==> src/rtl/add_accumulator.sv <==
// Run-length accumulator: sums `len` operands into an N-bit result with sticky
// unsigned-carry and signed-overflow flags, then holds the result until accepted.
module add_accumulator #(
  parameter int N     = 32,
  parameter int LEN_W = 8
) (
  input  logic             clk,
  input  logic             reset,
  input  logic             start,
  input  logic [LEN_W-1:0] len,
  output logic             busy,
  input  logic [N-1:0]     in_data,
  input  logic             in_valid,
  output logic             in_ready,
  output logic [N-1:0]     out_sum,
  output logic             out_carry,
  output logic             out_overflow,
  output logic             out_valid,
  input  logic             out_ready,
  output logic [1:0]       state_dbg
);

  typedef enum logic [1:0] {
    IDLE  = 2'd0,
    ACCUM = 2'd1,
    DONE  = 2'd2
  } state_t;

  state_t           state;
  logic [N-1:0]     acc;
  logic             carry_q;
  logic             ovf_q;
  logic [LEN_W-1:0] remaining;

  logic [N:0]       sum_ext;
  logic             add_ovf;

  always_comb begin
    sum_ext = {1'b0, acc} + {1'b0, in_data};
    add_ovf = (acc[N-1] == in_data[N-1]) && (sum_ext[N-1] != acc[N-1]);
  end

  // Handshakes: a transfer happens on any rising edge where valid && ready
  // are both high; ready/valid come from the registered state only.
  always_ff @(posedge clk) begin
    if (reset) begin
      state     <= IDLE;
      acc       <= '0;
      carry_q   <= 1'b0;
      ovf_q     <= 1'b0;
      remaining <= '0;
    end else begin
      case (state)
        IDLE: begin
          if (start) begin
            acc       <= '0;
            carry_q   <= 1'b0;
            ovf_q     <= 1'b0;
            remaining <= len;
            state     <= (len == '0) ? DONE : ACCUM;
          end
        end
        ACCUM: begin
          if (in_valid) begin
            acc       <= sum_ext[N-1:0];
            carry_q   <= carry_q | sum_ext[N];
            ovf_q     <= ovf_q | add_ovf;
            remaining <= remaining - 1'b1;
            if (remaining == LEN_W'(1)) state <= DONE;
          end
        end
        DONE: begin
          // start is deliberately ignored here, including on the accept cycle
          if (out_ready) state <= IDLE;
        end
        default: state <= IDLE;
      endcase
    end
  end

  assign in_ready     = (state == ACCUM);
  assign out_valid    = (state == DONE);
  assign busy         = (state != IDLE);
  assign out_sum      = acc;
  assign out_carry    = carry_q;
  assign out_overflow = ovf_q;
  assign state_dbg    = state;

endmodule

==> config.mk <==
export PLATFORM = sky130hd
export DESIGN_NAME = add_accumulator
export DESIGN_NICKNAME = d
export VERILOG_FILES = /design/src/rtl/add_accumulator.sv
export SDC_FILE = /design/constraint.sdc
export NUM_CORES = 1
export LEC_CHECK = 0
export CAP_MARGIN = 20
export CORE_MARGIN = 1
export CORE_UTILIZATION = 41
export DETAILED_ROUTE_END_ITERATION = 8
export PLACE_DENSITY = 0.76
export SLEW_MARGIN = 20
export SYNTH_ARGS = -nofsm -noshare
export SYNTH_HDL_FRONTEND = slang
export SYNTH_SLANG_ARGS = --single-unit
export TNS_END_PERCENT = 30
==> constraint.sdc <==
create_clock -name clk -period 4.2 [get_ports clk]
set_input_delay 1.26 -clock clk [delete_from_list [all_inputs] [get_ports clk]]
set_output_delay 1.26 -clock clk [all_outputs]
set_load 0.01 [all_outputs]
==> results <==
- The global placer's final weighted congestion is 0.9373.
- The post-route antenna net violation count is 0.
- For the finished layout, the period the worst path requires is 3663 ps.
- The minimum setup slack after placement is 269.0 ps.
- The number of max-slew violations in the final report was 0.
- The final critical path takes up 87.20% of the cycle.
- The non-filler instance count after layout is 670.
- The number of rows in the core area is 34.
- The detailed router finished its first iteration with 161 violations.
- Summing the areas of all fa, ha and maj instances in the mapped netlist gives 12.15% of the synthesized area.
- The DRC violation count after routing is 0.
- The number of nets in the synthesized netlist is 568.
- Once the floorplan was initialized, standard cells occupied 42.23% of the core.
- The prevailing post-synth register cell is sky130_fd_sc_hd__dfxtp_1.
- The largest area contributor in the synthesized netlist is sky130_fd_sc_hd__dfxtp_1.
- The analysis attributes to cell leakage a power of 1.905 nW.
- The register cell area after layout is 880.8 sq um.
- The number of global-route vias before repair is 3,633.
- The height of the die is 96.55 microns.
- The count of pins on the block boundary is 84.
- The global-route wire length before repair is 17.21 mm.
- IR analysis of the VDD net gives a maximum drop of 163.5 uV.
- Setup repair after global routing left no endpoint under its margin.
- The signal on the critical path passes through clkdlybuf4s50_1, ha_1, fa_1, a21oi_1, o21ai_1, a211oi_2, o31a_1, nor4_1, o21a_1, o31ai_1.
- The average instance area after synthesis is 7.510 sq um.
- The routed design has 10.86 mm of wire.
- The wire-length estimate of the detail-placed layout is 8.405 mm.
- Data on the critical path is required at its endpoint by 4430 ps.
- The maximum count of clock buffers along a single path is 2.
- Entering global routing, the biggest net connects 19 pins.
- The number of port buffers is 83.
- The layout filler cell count is 842.
- The H-tree generated during clock tree synthesis spans 2 levels.
- Across the run, the number of max-cap violations was 0.
- The part of the Yosys area used for sequential elements is 24.04%.
- Summing all non-filler instances in the final layout gives an area of 4693 sq um.
- The number of antenna diodes in the final layout is 0.
- The post-synthesis to final-layout area growth is 28.06%.
- The total power consumption of the routed design is 1.374 mW.
- By area, the combinational part of the netlist is dominated by compound AO/OA/AOI/OAI gates.
- In this run the cell area of the synthesized design comes to 3665 sq um.
- The fraction of synthesized cell area in xor and xnor cells is 5.736%.
- In this run the power density over the cells is 292.7 nW/um^2.
- The number of library cell types mapped by synthesis is 65.
- The slew at the pin with the worst max-slew slack is 876.9 ps.
- The critical path arrival is 3890 ps.
- The post-route netlist has 4.626% of its cells at a drive strength greater than 1.
- The number of placed instances with taps included is 662.
- The die covers 9321 sq um.
- STA classifies the critical path startpoint as a primary input.
- The clock latency on the worst-skew pair is 310 ps.
- Clock tree synthesis inserted a total of 5 buffers.
- The clock sink count is 44.
- The top cell type by area accounts for 24.04% of the synthesized area.
- The core region is 8678 sq um.
- In the final timing run, aggregate negative setup slack is 0 ps.
- After Yosys synthesis, and, or, nand and nor cells account for 21.88% of the synthesized area.
- The first TritonRoute pass finished after 5 iterations.
- The post-synthesis compound-gate area fraction is 31.82%.
- The multi-input combinational cells in the finished layout cover a total of 2634 sq um.
- Cells fill 54.08% of the core in the end.
- The overall track demand over capacity in global routing is 23.74%.
- The worst setup path is captured at a flip-flop.
- Clock tree synthesis selected as its root buffer the cell sky130_fd_sc_hd__clkbuf_8.
- The overall via count from detail_route is 3,935.
- The routed via count divided by cell count is 5.873.
- The kind of critical path is primary input to flip-flop.
- The aggregate global routing overflow is 0.
- The worst clock skew is 6.117 ps.
- Once routing completed, OpenROAD measured the worst setup slack at 537.4 ps.
- After synthesis, the most frequently instantiated cells are sky130_fd_sc_hd__a21oi_1, sky130_fd_sc_hd__nand2_1, sky130_fd_sc_hd__nor2_1.
- After synthesis the netlist holds a flip-flop and latch count of 44.
- The portion of netlist area occupied by mux cells is 0.2731%.
- In this run the register-to-register setup slack is 1570 ps.
- Counting flops with an async set or reset pin after synthesis yields a share of 0%.
- The cell count after synthesis is 488.
- The biggest fanout along the worst timing path is 4.
- For this run, the top clock speed supported by timing is 0.2730 GHz.
- The slowest stage of the critical path belongs to the cell sky130_fd_sc_hd__fa_1.
- From left edge to right edge, the die measures 96.55 microns.
- The flow ran to the end, and the final reports show no timing, DRC or antenna violations.
- On the worst path, the slowest cell contributes a delay of 410 ps.
- By area the synthesized netlist is led by sky130_fd_sc_hd__dfxtp_1, sky130_fd_sc_hd__ha_1, sky130_fd_sc_hd__a21oi_1.
- The final-report hold violation count came to 0.
- In this run, post-CTS hold repair placed 0 buffers.
- Setup violations remaining at the end of the flow were counted as 0.
- The hold slack is 453.2 ps.
- The final routed wire length divided by cell count is 16.20 microns.
- Once placement finished, the instance area stood at 4578 sq um.
- The buffer count from post-CTS setup fixing is 0.
- The count of warnings emitted by yosys is 0.
- The worst hold path belongs to the class flip-flop to flip-flop.
- The number of antenna violations at the first check in global routing is 0.
- The net count reported at finish is 641.
- The CTS tree is done.
- The post-CTS clock slew at the launch and capture registers of the worst setup and hold paths is 100 ps.
- The number of synthesized flops with an enable pin is 0.
- Measured against its own limit, the worst slew margin works out to 41.32%.
- The most frequent cell after synthesis is sky130_fd_sc_hd__a21oi_1.
- The number of gates resized after cts is 0.
==> worst max-delay path: cells and delay by family <==
kind | cells | cell delay (ps)
adder cells (fa/ha/maj) | 2 | 640
AO/OA/AOI/OAI | 6 | 1460
buffers and inverters | 1 | 400
AND/OR/NAND/NOR | 1 | 120
==> area by class of cell <==
cell class	instances	share of cell area (%)
clock buffer	5	1.466
clock inverter	3	0.9864
multi-input combinational	408	56.12
inverter	12	0.9597
sequential	44	18.77
timing repair buffer	90	18.82
tap	108	2.879
==> state kept, by name, summed over array words and instances (netlist names) <==
name	cells
out_sum	32
remaining	8
state_dbg	2
out_carry	1
out_overflow	1
==> cells by family after synthesis <==
group / after synthesis
AOI/OAI and AO/OA: 177
and+or+nand+nor: 171
DFF: 44
buffers and inverters: 36
adders and majority gates: 35
xor gates and xnor gates: 24
muxes: 1
==> layer usage <==
metal	global-route usage, %	vias up	part of all wire (%)	wire (microns)
met4	6.005	0	1.5	159
met3	4.773	18	6.2	675
met1	30.59	1817	45	4859
met2	40.32	132	48	5161
met5	0	-	0	0
li1	-	1968	-	-
==> cells in the final DEF (no fill, tap or decap), types with 5 or more instances in the layout <==
cell type / n
sky130_fd_sc_hd__a21o_1: 8
sky130_fd_sc_hd__a21oi_1: 58
sky130_fd_sc_hd__a22oi_1: 11
sky130_fd_sc_hd__and3_1: 5
sky130_fd_sc_hd__buf_4: 7
sky130_fd_sc_hd__clkbuf_8: 5
sky130_fd_sc_hd__clkdlybuf4s50_1: 83
sky130_fd_sc_hd__dfxtp_1: 44
sky130_fd_sc_hd__ha_1: 34
sky130_fd_sc_hd__inv_1: 11
sky130_fd_sc_hd__nand2_1: 55
sky130_fd_sc_hd__nand2b_1: 5
sky130_fd_sc_hd__nand3_1: 10
sky130_fd_sc_hd__nand4_1: 11
sky130_fd_sc_hd__nor2_1: 47
sky130_fd_sc_hd__nor3_1: 11
sky130_fd_sc_hd__nor4_1: 7
sky130_fd_sc_hd__o21a_1: 8
sky130_fd_sc_hd__o21ai_0: 15
sky130_fd_sc_hd__o21ai_1: 23
sky130_fd_sc_hd__o31ai_1: 5
sky130_fd_sc_hd__xnor2_1: 9
sky130_fd_sc_hd__xor2_1: 15
==> report_power, final <==
group          internal (mW)  leakage (nW)  total [mW]  switching (mW)
combinational          0.234          1.49       0.535           0.301
sequential             0.451         0.358       0.487          0.0352
clock                  0.180        0.0548       0.352           0.173
==> final timing paths <==
check                            startpoint                        end  depth (start not counted)
setup / recovery                 in_data[0]   out_sum[26]$_SDFFE_PP0P_                         10
hold / removal    out_overflow$_SDFFE_PP0P_  out_overflow$_SDFFE_PP0P_                          2
setup reg to reg    out_sum[0]$_SDFFE_PP0P_   out_sum[26]$_SDFFE_PP0P_                          9
hold reg to reg   out_overflow$_SDFFE_PP0P_  out_overflow$_SDFFE_PP0P_                          2
Note: power is estimated with default switching activity, not from simulation.
